==> config.mk <==
export PLATFORM = sky130hd
export DESIGN_NAME = lvds_frame_scheduler
export DESIGN_NICKNAME = d
export VERILOG_FILES = /design/src/rtl/lvds_frame_scheduler.sv
export SDC_FILE = /design/constraint.sdc
export NUM_CORES = 1
export LEC_CHECK = 0
export ABC_AREA = 1
export BUFFER_PORTS_ARGS = -buffer_cell sky130_fd_sc_hd__buf_2
export CORE_ASPECT_RATIO = 0.7
export CORE_UTILIZATION = 55
export CTS_CLUSTER_DIAMETER = 80
export DETAILED_ROUTE_END_ITERATION = 16
export PLACE_DENSITY = 0.76
export SLEW_MARGIN = 20
export SYNTH_ARGS = -nofsm -noshare
export SYNTH_HDL_FRONTEND = slang
export SYNTH_SLANG_ARGS = --single-unit
==> constraint.sdc <==
create_clock -name clkq -period 3.4 [get_ports clkq]
set_input_delay 0.68 -clock clkq [delete_from_list [all_inputs] [get_ports clkq]]
set_output_delay 0.68 -clock clkq [all_outputs]
set_load 0.03 [all_outputs]
==> src/rtl/lvds_frame_scheduler.sv <==
// lvds_frame_scheduler: raster read scheduler for the LVDS test frame buffer with latency-aligned syncs
module lvds_frame_scheduler #(
    parameter int XSIZE    = 1280,
    parameter int YSIZE    = 800,
    parameter int HBLANK   = 160,
    parameter int VBLANK   = 23,
    parameter int HS_START = 48,
    parameter int HS_WIDTH = 32,
    parameter int VS_START = 3,
    parameter int VS_WIDTH = 6,
    parameter int RD_LAT   = 1
) (
    input  logic        clkq,
    input  logic        rst_n,
    input  logic        en,
    output logic [10:0] addrX,
    output logic [31:0] addrY,
    output logic        rd,
    output logic        de,
    output logic        hsync,
    output logic        vsync,
    output logic        frame_start,
    output logic        busy,
    output logic [15:0] frame_cnt
);
    localparam logic [11:0] HMAX = 12'(XSIZE + HBLANK - 1);
    localparam logic [11:0] XS   = 12'(XSIZE);
    localparam logic [11:0] HS0  = 12'(XSIZE + HS_START);
    localparam logic [11:0] HS1  = 12'(XSIZE + HS_START + HS_WIDTH);
    localparam logic [10:0] VMAX = 11'(YSIZE + VBLANK - 1);
    localparam logic [10:0] YS   = 11'(YSIZE);
    localparam logic [10:0] VS0  = 11'(YSIZE + VS_START);
    localparam logic [10:0] VS1  = 11'(YSIZE + VS_START + VS_WIDTH);
    localparam logic [31:0] XINC = 32'(XSIZE);
    localparam bit LEGAL = XSIZE <= 2048 && HBLANK >= HS_START + HS_WIDTH &&
                           VBLANK >= VS_START + VS_WIDTH && RD_LAT >= 1 && RD_LAT <= 4;

    typedef enum logic {IDLE, RUN} state_t;
    state_t      state;
    logic [11:0] hcnt, nh;
    logic [10:0] vcnt, nv;
    logic [31:0] acc, nacc;
    logic        run, h_max, v_max, eof, nrun, nrd, hs_r, vs_r;
    logic [2:0]  pipe [RD_LAT];

    // Outputs are registered from next-state counters so they line up with hcnt/vcnt
    always_comb begin
        run   = state == RUN;
        h_max = hcnt == HMAX;
        v_max = vcnt == VMAX;
        eof   = run && h_max && v_max;
        nrun  = run ? !(eof && !en) : en;
        nh    = (run && !h_max) ? hcnt + 12'd1 : '0;
        nv    = !run ? '0 : !h_max ? vcnt : v_max ? '0 : vcnt + 11'd1;
        nacc  = !run ? '0 : !h_max ? acc : v_max ? '0 : acc + XINC;
        nrd   = nrun && nh < XS && nv < YS;
    end

    assign busy = state == RUN;
    assign {de, hsync, vsync} = pipe[RD_LAT-1];

    always_ff @(posedge clkq) begin
        assert (LEGAL);
        if (!rst_n) begin
            state       <= IDLE;
            hcnt        <= '0;
            vcnt        <= '0;
            acc         <= '0;
            rd          <= 1'b0;
            addrX       <= '0;
            addrY       <= '0;
            frame_start <= 1'b0;
            frame_cnt   <= '0;
            hs_r        <= 1'b0;
            vs_r        <= 1'b0;
            for (int i = 0; i < RD_LAT; i++) pipe[i] <= '0;
        end else begin
            state       <= nrun ? RUN : IDLE;
            hcnt        <= nh;
            vcnt        <= nv;
            acc         <= nacc;
            rd          <= nrd;
            addrX       <= nrd ? nh[10:0] : '0;
            addrY       <= nv < YS ? nacc : '0;
            frame_start <= nrd && nh == '0 && nv == '0;
            frame_cnt   <= frame_cnt + 16'(eof);
            hs_r        <= nrun && nh >= HS0 && nh < HS1;
            vs_r        <= nrun && nv >= VS0 && nv < VS1;
            pipe[0]     <= {rd, hs_r, vs_r};
            for (int i = 1; i < RD_LAT; i++) pipe[i] <= pipe[i-1];
        end
    end
endmodule
# After elaboration in Yosys (flattened, before gate mapping)
# Memories as Yosys holds them, arrays and structs flattened.
# Cells that the tools add are included.
# Widths: inputs -> output; s select.
# op_classes
addsub	4
eq_ne	2
n_mux	13
n_reduce_logical	20
order_cmp	6
# ops
cell	n
$mux 32	3
$mux 11	3
$add 32x11->32 const B	1
$lt 12x11->1 const B	2
$lt 11x10->1 const B	2
$add 16x1->16	1
$add 12x1->12 const B	1
$eq 12x11->1 const B	1
$ge 12x11->1 const B	1
$logic_and 1x1->1	12
$logic_not 12->1	1
$mux 12	1
$add 11x1->11 const B	1
$eq 11x10->1 const B	1
$ge 11x10->1 const B	1
$logic_not 11->1	1
$mux 1	5
$reduce_and 2->1	2
$logic_not 1->1	3
$mux 3	1
$reduce_or 3->1	1
# totals
wordCells	57
register_bits	119
inputBits	3
ramBits	3
n_memories	1
# mem_list
memory	depth	word_bits	rd	rd_clocked_by_memory_dff	wr	line_no	text
pipe	1	3	1	0	1	44	logic [2:0] pipe [RD_LAT];

# Longest topological paths before layout
# Gate-level depths: netlist of the first run.
# logic_depth
ltp_word	10
ltp_mapped	16
depth_no_buf	16

# Worst setup path after synthesis of the first run
# OpenSTA, ideal clock, no wires.
# synth_timing
kind	register to register
start	reg hcnt[0]
end	reg frame_cnt[12]
arrival_time_ps	2667
path_slack_ps	602
period_less_slack_ps	2798
setup_ps	131
n_path_buf	1
stages_incl_launch_ff	17
cell_sequence	dfxtp_1 -> ha_1 -> nand2_2 -> nor2_4 -> nand3_2 -> buf_2 -> nor3_1 -> ha_1 -> ha_1 -> nand2_1 -> nor3_1 -> nand2_1 -> nor3b_1 -> nand2_1 -> nor2_1 -> and3_1 -> nor3_1
# synth_via
elab_chain_cells	4
# synth_rtl
item	line_no	text
from (decl)	40	logic [11:0] hcnt, nh;
from (signal assigned)	79	hcnt <= nh;
$eq 12x11->1	49	h_max = hcnt == HMAX;
$logic_and 1x1->1 (2 in series)	51	eof = run && h_max && v_max;
$add 16x1->16	86	frame_cnt <= frame_cnt + 16'(eof);
to (signal assigned)	86	
to (decl)	24	output logic [15:0] frame_cnt
# Every way passes these cells.
# A chain may end at the register's enable or synchronous reset.

# Worst setup path in the final report of the first run
# Same ends and word-level chain as after synthesis.

==> impl_metrics.csv, run 1 <==
group,metric,value,unit
sta,clock_skew,0.008799,ns
routing,drt.antenna.violating_nets,0,
outcome,outcome,"complete, no violations",
routing,viasPerCell,5.347,
critical_path,start_kind,"flip-flop",
floorplanning,fp.dieW,120.4,um
yosys,synth_area,5395,sq um
final_layout,syn_to_final_growth,19.43,%
yosys,syn_avg_cell_area,7.016,sq um
floorplanning,ios,68,
critical_path,r2r_cells,15,
critical_path,crit_path_start,"hcnt[0]",
placement,gp_congestion,0.9633,
final_layout,fillers,805,
grt,grt_max_degree,39,
placement,hpwl,9953,um
routing,drt_iter0_markers,550,
final_layout,stdcell_area,6444,sq um
final_layout,regArea,2442,sq um
grt,met3_usage,8.132,%
sta,finalCritPeriodShare,86.22,%
clock_tree,cts_tree,"yes",
final_layout,layout.cells.non_filler,980,
final_layout,final_nets,852,
worst_hold_path,holdPathEnd,"pipe[0][1]",
pwr,sw_frac_of_total,22.10,%
critical_path,r2r_setup_slack,0.47,ns
critical_path,rr_endpoint,"frame_cnt[12]",
sta,drv_slew,0,
yosys,yosys_warnings,0,
floorplanning,die_h,84.87,um
pwr,power_frac_comb,2.4,%
worst_hold_path,hp-start,"hs_r",
sta,setup_viol,0,
placement,dp_slack,0.5390,ns
pwr,seqPwrFrac,42.6,%
sta,max-slew-margin-rel,35.70,%
clock_tree,cts-root-buf,"clkbuf_16",
pwr,p_per_area,524.0,nW/um^2
sta,max_slew.worst_pin.slew,0.9609,ns
critical_path,worstPathRequired,3.69,ns
sta,finalHoldViolations,0,
clock_tree,clock_latency,0.42,ns
yosys,yosys-top-cells-area,"dfxtp_1, nand2_1, nor2_1, inv_1, nand3_1",
final_layout,diodes,0,
routing,dr.pass1.iters,7,
sta,period_needed,2.931,ns
pwr,ir_drop,0.3533,mV
critical_path,crit_path_end_kind,"flip-flop",
final_layout,drive_above_1_share,16.59,%
critical_path,arrival,3.22,ns
grt,met1_usage,40.25,%
worst_hold_path,min_path_type,"reg2reg",
clock_tree,cts.reportedPaths.clkPinSlew,0.06,ns
yosys,synth_top_area_share,45.27,%
clock_tree,cts_sinks,122,
sta,hold_slack,0.4048,ns
routing,num_vias,5240,
grt,grt_pass1_wl,22540,um
grt,overflow,0,
clock_tree,holdBufCountCts,0,
yosys,synth_seq_cells,122,
floorplanning,start_util,58.08,%
placement,postPlaceCellArea,5833,sq um
pwr,power_frac_clock,55.0,%
yosys,syn_inst,769,
routing,wire_per_inst,14.49,um
routing,drc_errors,0,
floorplanning,coreArea,9289,sq um
sta,rsz0062_at_grt,"no",
placement,numPortBuffers,67,
clock_tree,ctsResizeCount,0,
clock_tree,cts_buffers,17,
sta,clock.fmax,0.3411,GHz
clock_tree,clockBufferDepth,2,
routing,wl,14200,um
grt,globalRouteTotalUtil,28.53,%
critical_path,crit_type,"reg2reg",
grt,busiest_layer,"met2",
pwr,power.switching,0.7462,mW
critical_path,r2r-start,"hcnt[0]",
final_layout,multi_input_area,2420,sq um
grt,grt_util_met2,41.38,%
pwr,internal-power,2.630,mW
sta,worst_slack,0.4685,ns
grt,antenna_found_initial,0,
yosys,synth_top_area_cell,"dfxtp_1",
yosys,yosysUniqueCellTypes,33,
floorplanning,rows,29,
run,maxCapViolCount,0,
critical_path,crit_fanout,6,
grt,grt_pass1_vias,4642,
yosys,syn-num-nets,778,
clock_tree,cts_max_level,4,
sta,tns,0,ns
yosys,ys_seq_area_share,45.27,%
floorplanning,dieArea,10220,sq um
placement,dp.cells,948,
clock_tree,post_cts_buffers,0,
pwr,p_leak,3.138,nW
worst_hold_path,min_delay_path_depth,2,
-- power groups by stage --
stage / Combinational, mW / Sequential [mW] / Clock [mW]
global route: 0.0873 / 1.44 / 1.93
detailed placement: 0.0792 / 1.47 / 0
CTS: 0.0796 / 1.44 / 1.87
floorplan: 0.0491 / 1.48 / 0
finish: 0.0816 / 1.44 / 1.86
global placement: 0.0775 / 1.47 / 0
-- critical path, stage by stage, from the launching register on --
cell and delay (ns):
dfxtp_1 0.38, ha_1 0.25, nand2_2 0.11, nor2_4 0.19, nand3_2 0.10, nor3_1 0.23
ha_1 0.22, ha_1 0.16, nand2_1 0.07, nor3_1 0.25, nand2_1 0.11, nor3b_1 0.25
nand2_1 0.13, nor2_1 0.14, and3_1 0.16, nor3_1 0.04
-- cell type report --
type,count,area share [%]
well taps,124,2.408
clock buffers,19,6.874
inverters,114,6.641
clock inverters,13,2.602
multi-input cells,514,37.55
repair buffers,74,6.019
flip-flops and latches,122,37.90
-- cell usage in the layout (no fill, tap or decap) --
cell type   instances
clkbuf_16          17
clkbuf_1            1
bufinv_16           3
nand2_2             7
or2_2               1
o21bai_1            4
o31ai_1             1
o211ai_1            6
nand3_1            52
inv_1             109
clkinv_4            3
clkbuf_8            1
buf_4               7
nor2_1            144
o211ai_2            1
a31oi_1             2
nand4_1            29
clkinvlp_4          2
nor3b_1             1
ha_1                6
xor2_1              6
o21ai_0            22
or2_1               1
nand2_4             1
inv_6               3
nor2_4              3
a32oi_1             1
a21oi_1            14
nor3_1             19
and3_1              3
clkinv_2            2
nand3b_1            1
inv_2               5
nand2_1           170
nor2_2             12
buf_2              67
dfxtp_1           122
nand3_2             7
-- synthesized netlist by cell type, drive strengths merged --
cell type  number
o21bai          4
or2             2
a31oi           2
dfxtp         122
ha              6
nand2         178
nor3           19
xor2            6
a32oi           1
nand3          59
and3            3
nand4          29
nor2          159
a21oi          14
o31ai           1
clkbuf          9
o211ai          7
inv           114
buf            10
nand3b          1
o21ai          22
nor3b           1
-- worst max path at each step --
stage	end	cells after the start
3_3_place_gp	frame_cnt[12]	15
4_1_cts	frame_cnt[12]	15
6_report	frame_cnt[12]	15
2_1_floorplan	frame_cnt[12]	16
3_5_place_dp	frame_cnt[12]	15
5_1_grt	frame_cnt[12]	15
-- per-layer routing --
metal | share of wire [%] | wire length (um)
met1 | 46 | 6537
met2 | 41 | 5852
met3 | 11 | 1566
met4 | 1.7 | 247
met5 | 0 | 0
-- kinds of logic (layout without fill, tap and decap cells) --
logic type               Yosys count  in the layout  synth area share, %
adder cells (fa/ha/maj)            6              6                1.391
AO/OA/AOI/OAI                     51             51                5.496
XOR/XNOR                           6              6               0.9740
buffers and inverters            133            220                9.879
AND/OR/NAND/NOR                  451            451                36.99
flip-flops                       122            122                45.27
-- state kept, by name, summed over array words and instances, names as in the netlist, 3 cells and up --
signal,count
acc,32
addrX,11
addrY,32
frame_cnt,16
hcnt,12
pipe,3
vcnt,11
-- stage by stage --
stage,power [mW],util [%]
after global placement,1.546,62.80
final,3.376,69.37
after CTS,3.391,69.37
after detailed placement,1.548,62.80
after global routing,3.460,69.37
after floorplan,1.528,-
Note: power is estimated with default switching activity, not from simulation.
==> run 2, diff against run 1 <==
ABC_AREA = 0   (was 1)
CORE_MARGIN = 2   (was unset)
CTS_CLUSTER_DIAMETER = 200   (was 80)
PLACE_DENSITY = 0.77   (was 0.76)
==> impl_metrics.csv, run 2 <==
group,metric,value,unit
yosys,yosys_most_used_dff,"dfxtp_1",
sta,worst_slack,0.3742,ns
worst_hold_path,min_path_type,"reg2reg",
yosys,yosysMostFrequentCell,"dfxtp_1",
floorplanning,die_h,82.05,um
final_layout,mostFrequentLayoutCells,"dfxtp_1, nor2_1, buf_2",
routing,drt.antenna.violating_nets,0,
routing,viasPerCell,5.463,
clock_tree,cts_buffers,17,
yosys,synth_top_area_cell,"dfxtp_1",
critical_path,crit_path_end,"addrY[27]",
floorplanning,coreArea,8443,sq um
critical_path,rr_endpoint,"addrY[27]",
critical_path,crit_buf_inv,1,
pwr,p_per_area,558.8,nW/um^2
critical_path,slowest_delay,0.40,ns
grt,antenna_found_initial,0,
critical_path,worstPathCellList,"ha_1 -> and4_1 -> nand3_4 -> or3_1 -> a31o_1 -> a2111o_1 -> o21ai_2 -> buf_4 -> nor3_1",
grt,grt_max_degree,33,
clock_tree,cts_tree,"yes",
critical_path,r2r_setup_slack,0.37,ns
pwr,p_leak,2.312,nW
critical_path,arrival,3.30,ns
clock_tree,holdBufCountCts,0,
final_layout,diodes,0,
sta,max_slew.worst_pin.slew,0.7237,ns
clock_tree,cts-root-buf,"clkbuf_16",
critical_path,crit_type,"reg2reg",
outcome,outcome,"complete, no violations",
sta,hold_slack,0.4356,ns
critical_path,worstPathRequired,3.67,ns
clock_tree,post_cts_buffers,0,
routing,drc_errors,0,
sta,finalHoldViolations,0,
placement,dp.cells,694,
grt,overflow,0,
yosys,syn_avg_cell_area,9.186,sq um
sta,setup_viol,0,
critical_path,crit_fanout,32,
floorplanning,ios,68,
sta,max-slew-margin-rel,51.70,%
yosys,yosys-top-cells-area,"dfxtp_1, nor2_1, xor2_1, nor3_1, xnor2_1",
yosys,async_flop_share,0,%
critical_path,crit_path_end_kind,"flip-flop",
floorplanning,rows,28,
grt,grt_pass1_vias,3543,
floorplanning,fp.dieW,115.5,um
sta,clock.fmax,0.3305,GHz
critical_path,start_kind,"flip-flop",
grt,globalRouteTotalUtil,22.07,%
final_layout,final_nets,602,
placement,dp_slack,0.3858,ns
final_layout,drive_above_1_share,18.81,%
final_layout,layout.cells.non_filler,726,
clock_tree,cts_sinks,122,
grt,grt_pass1_wl,16360,um
yosys,synth_common_cells,"dfxtp_1, nor2_1, nor3_1",
critical_path,r2r_cells,9,
floorplanning,dieArea,9476,sq um
placement,hpwl,6908,um
final_layout,syn_to_final_growth,21.44,%
routing,wire_per_inst,14.02,um
yosys,yosysUniqueCellTypes,58,
routing,num_vias,3966,
placement,numPortBuffers,67,
clock_tree,cts_max_level,4,
routing,drt_iter0_markers,400,
yosys,synth_top_area_share,51.03,%
critical_path,cp_top_family,"simple AND/OR/NAND/NOR gates",
final_layout,final_common_cell,"dfxtp_1",
critical_path,cpMaxStageDelayCell,"dfxtp_1",
final_layout,reg_top3,"acc x32, addrY x32, frame_cnt x16",
clock_tree,cts.reportedPaths.clkPinSlew,0.05,ns
pwr,finalPower,3.248,mW
sta,tns,0,ns
yosys,syn-num-nets,530,
sta,finalCritPeriodShare,88.99,%
sta,period_needed,3.026,ns
sta,clock_skew,0.007385,ns
yosys,ys_seq_area_share,51.03,%
pwr,ir_drop,0.4583,mV
run,maxCapViolCount,0,
routing,wl,10180,um
yosys,yosys_warnings,0,
clock_tree,ctsResizeCount,0,
clock_tree,clockBufferDepth,2,
placement,gp_congestion,0.9396,
critical_path,r2r-start,"hcnt[0]",
yosys,syn_inst,521,
sta,rsz0062_at_grt,"no",
routing,dr.pass1.iters,5,
yosys,synth_seq_cells,122,
critical_path,crit_path_start,"hcnt[0]",
critical_path,cp.depth,9,
yosys,synth-edff-count,0,
floorplanning,start_util,56.68,%
yosys,synth_area,4786,sq um
sta,drv_slew,0,
clock_tree,clock_latency,0.40,ns
## run 2: cell count changes after synthesis, moves of 12 or more
cell	delta
nor2_1	-74
nor2b_1	+12
xor2_1	+18
inv_1	-98
nand2_1	-138
xnor2_1	+21
nor3_1	+19
nand3_1	-21
and2_1	+17
nand4_1	-17
## run 2: report_power, final
part           internal (mW)  switching [mW]  total (mW)
clock                   1.15           0.601        1.75
sequential              1.44         0.00401        1.44
combinational         0.0122          0.0416      0.0538
## run 2: area by class of cell
cell class,instances,area (sq um)
flip-flops and latches,122,2442
repair buffers,74,387.9
fillers,670,2631
multi-input cells,367,2206
inverters,11,41.29
clock buffers,25,495.5
clock inverters,7,88.84
well taps,120,150.1
## run 2: per-stage QoR
step / instance area (sq um) / util [%]
2_1_floorplan: 4786 / -
3_3_place_gp: 5228 / 61.91
3_5_place_dp: 5228 / 61.91
4_1_cts: 5812 / 68.84
5_1_grt: 5812 / 68.84
6_report: 5812 / 68.84
## run 2: worst register-to-register path, stage by stage, from the launching register on
cell and delay [ns]:
dfxtp_1 0.40, ha_1 0.28, and4_1 0.38, nand3_4 0.24, or3_1 0.41, a31o_1 0.26, a2111o_1 0.40, o21ai_2 0.07
buf_4 0.34, nor3_1 0.13
## run 2: how the worst min path moves through the flow
stage | slack, ns | end | cells past startpoint | from
6_report | 0.44 | pipe[0][1] | 1 | hs_r
3_3_place_gp | 0.42 | pipe[0][0] | 1 | vs_r
3_5_place_dp | 0.43 | pipe[0][1] | 1 | hs_r
2_1_floorplan | 0.41 | pipe[0][0] | 1 | vs_r
5_1_grt | 0.46 | pipe[0][1] | 1 | hs_r
4_1_cts | 0.44 | pipe[0][1] | 1 | hs_r
## run 2: kinds of logic after synthesis
group | after synthesis | synth area share [%]
and+or+nand+nor | 265 | 29.46
buffers and inverters | 32 | 2.876
adders and majority gates | 6 | 1.569
xor gates and xnor gates | 45 | 8.235
DFF | 122 | 51.03
muxes | 1 | 0.2353
AOI/OAI and AO/OA | 50 | 6.588
## run 2: routing by layer
layer	GRT usage [%]	routed length [um]
met5	0	0
met4	8.313	131
met3	6.937	597
met2	33.74	4581
met1	29.41	4865
==> run 3, diff against run 2 <==
BUFFER_PORTS_ARGS = unset   (was -buffer_cell sky130_fd_sc_hd__buf_2)
DONT_BUFFER_PORTS = 1   (was unset)
PLACE_DENSITY = 0.73   (was 0.77)
RECOVER_POWER = 50   (was unset)
clock period = 2.7 ns   (was 3.4 ns; I/O delays follow)
==> impl_metrics.csv, run 3 (same netlist as run 2, synthesis figures left out) <==
group,metric,value,unit
sta,finalHoldViolations,0,
routing,drt_iter0_markers,315,
worst_hold_path,min_path_type,"in2reg",
floorplanning,rows,28,
sta,max_slew.worst_pin.slew,0.7204,ns
critical_path,cpMaxStageDelayCell,"dfxtp_1",
clock_tree,cts-root-buf,"clkbuf_16",
sta,max-slew-margin-rel,51.98,%
pwr,p_leak,1.998,nW
clock_tree,cts_sinks,122,
sta,worst_slack,0.1622,ns
clock_tree,cts.reportedPaths.clkPinSlew,0.06,ns
sta,setup_viol,0,
routing,wl,10270,um
clock_tree,holdBufCountCts,0,
final_layout,drive_above_1_share,12.57,%
sta,clock.fmax,0.3940,GHz
floorplanning,start_util,56.68,%
critical_path,start_kind,"flip-flop",
floorplanning,fp.dieW,115.5,um
routing,drt.antenna.violating_nets,0,
floorplanning,dieArea,9476,sq um
sta,finalCritPeriodShare,93.99,%
clock_tree,post_cts_buffers,0,
grt,overflow,0,
critical_path,crit_type,"reg2reg",
routing,num_vias,3735,
clock_tree,cts_buffers,17,
sta,drv_slew,0,
grt,grt_max_degree,50,
placement,dp_slack,-0.09933,ns
critical_path,crit_buf_inv,0,
sta,tns,0,ns
critical_path,cp_common_cell,"ha_1",
critical_path,worstPathRequired,3.04,ns
final_layout,diodes,0,
placement,gp_congestion,0.9928,
placement,hpwl,6857,um
critical_path,worstPathCellList,"ha_1 -> nor4b_4 -> nand3_1 -> nor3_2 -> ha_1 -> and3_1 -> nand3_2 -> or3_1 -> a21oi_1",
sta,clock_skew,0.008009,ns
sta,hold_slack,0.2493,ns
grt,grt_pass1_vias,3479,
pwr,finalPower,4.027,mW
final_layout,final_nets,546,
final_layout,reg_top3,"acc x32, addrY x32, frame_cnt x16",
clock_tree,clock_latency,0.41,ns
placement,numPortBuffers,0,
clock_tree,cts_tree,"yes",
floorplanning,coreArea,8443,sq um
routing,dr.pass1.iters,6,
critical_path,crit_path_end_kind,"flip-flop",
pwr,ir_drop,0.5068,mV
floorplanning,ios,68,
grt,globalRouteTotalUtil,22.92,%
outcome,outcome,"complete, no violations",
grt,antenna_found_initial,0,
routing,drc_errors,0,
critical_path,slowest_delay,0.45,ns
critical_path,crit_fanout,7,
floorplanning,die_h,82.05,um
pwr,p_per_area,713.6,nW/um^2
final_layout,final_common_cell,"dfxtp_1",
routing,viasPerCell,5.583,
sta,period_needed,2.538,ns
final_layout,fillers,682,
clock_tree,clockBufferDepth,2,
critical_path,arrival,2.88,ns
grt,grt_pass1_wl,16610,um
final_layout,mostFrequentLayoutCells,"dfxtp_1, nor2_1, nor3_1",
final_layout,syn_to_final_growth,17.91,%
clock_tree,cts_max_level,4,
run,maxCapViolCount,0,
critical_path,cp_top_family,"simple AND/OR/NAND/NOR gates",
routing,wire_per_inst,15.35,um
==> run 3: stage by stage <==
| step | area, sq um | cells | utilization (%) |
|---|---|---|---|
| after floorplan | 4786 | 521 | - |
| after global placement | 5000 | 638 | 59.22 |
| after detailed placement | 5000 | 638 | 59.22 |
| after CTS | 5574 | 669 | 66.02 |
| after global routing | 5643 | 669 | 66.83 |
| final | 5643 | 669 | 66.83 |
==> run 3: cell type report <==
type	instances	area [sq um]	share of cell area, %
clock buffer	20	446.7	7.916
clock inverter	11	121.4	2.151
inverter	11	41.29	0.7317
multi-input combinational	367	2285	40.49
sequential	122	2442	43.28
tap	120	150.1	2.661
timing repair buffer	18	156.4	2.772
==> run 3: worst paths after layout <==
path              slack [ns]            end  startpoint  cells past startpoint
setup / recovery        0.16  frame_cnt[11]     vcnt[1]                      9
hold / removal          0.25     pipe[0][2]       rst_n                      1
setup reg to reg        0.16  frame_cnt[11]     vcnt[1]                      9
hold reg to reg         0.43     pipe[0][1]        hs_r                      1
==> run 3: report_power, final <==
group | total (mW) | internal (mW) | switching [mW]
Combinational | 0.0589 | 0.0136 | 0.0453
Clock | 2.15 | 1.37 | 0.777
Sequential | 1.82 | 1.81 | 0.0116
==> run 3: what timing repair did <==
| action | 4_1_cts | 5_1_grt |
|---|---|---|
| resized for setup | 1 | 12 |
| hold endpoints to repair | 0 | 0 |
| setup endpoints to repair | 5 | 53 |
==> run 3: layer usage <==
metal  up-vias  part of all wire (%)  global-route usage (%)
met5         -                     0                       0
met4         0                   1.3                   8.554
met3        18                   7.7                   9.446
met2       137                    44                   33.04
met1      1740                    47                   30.70
li1       1840                     -                       -
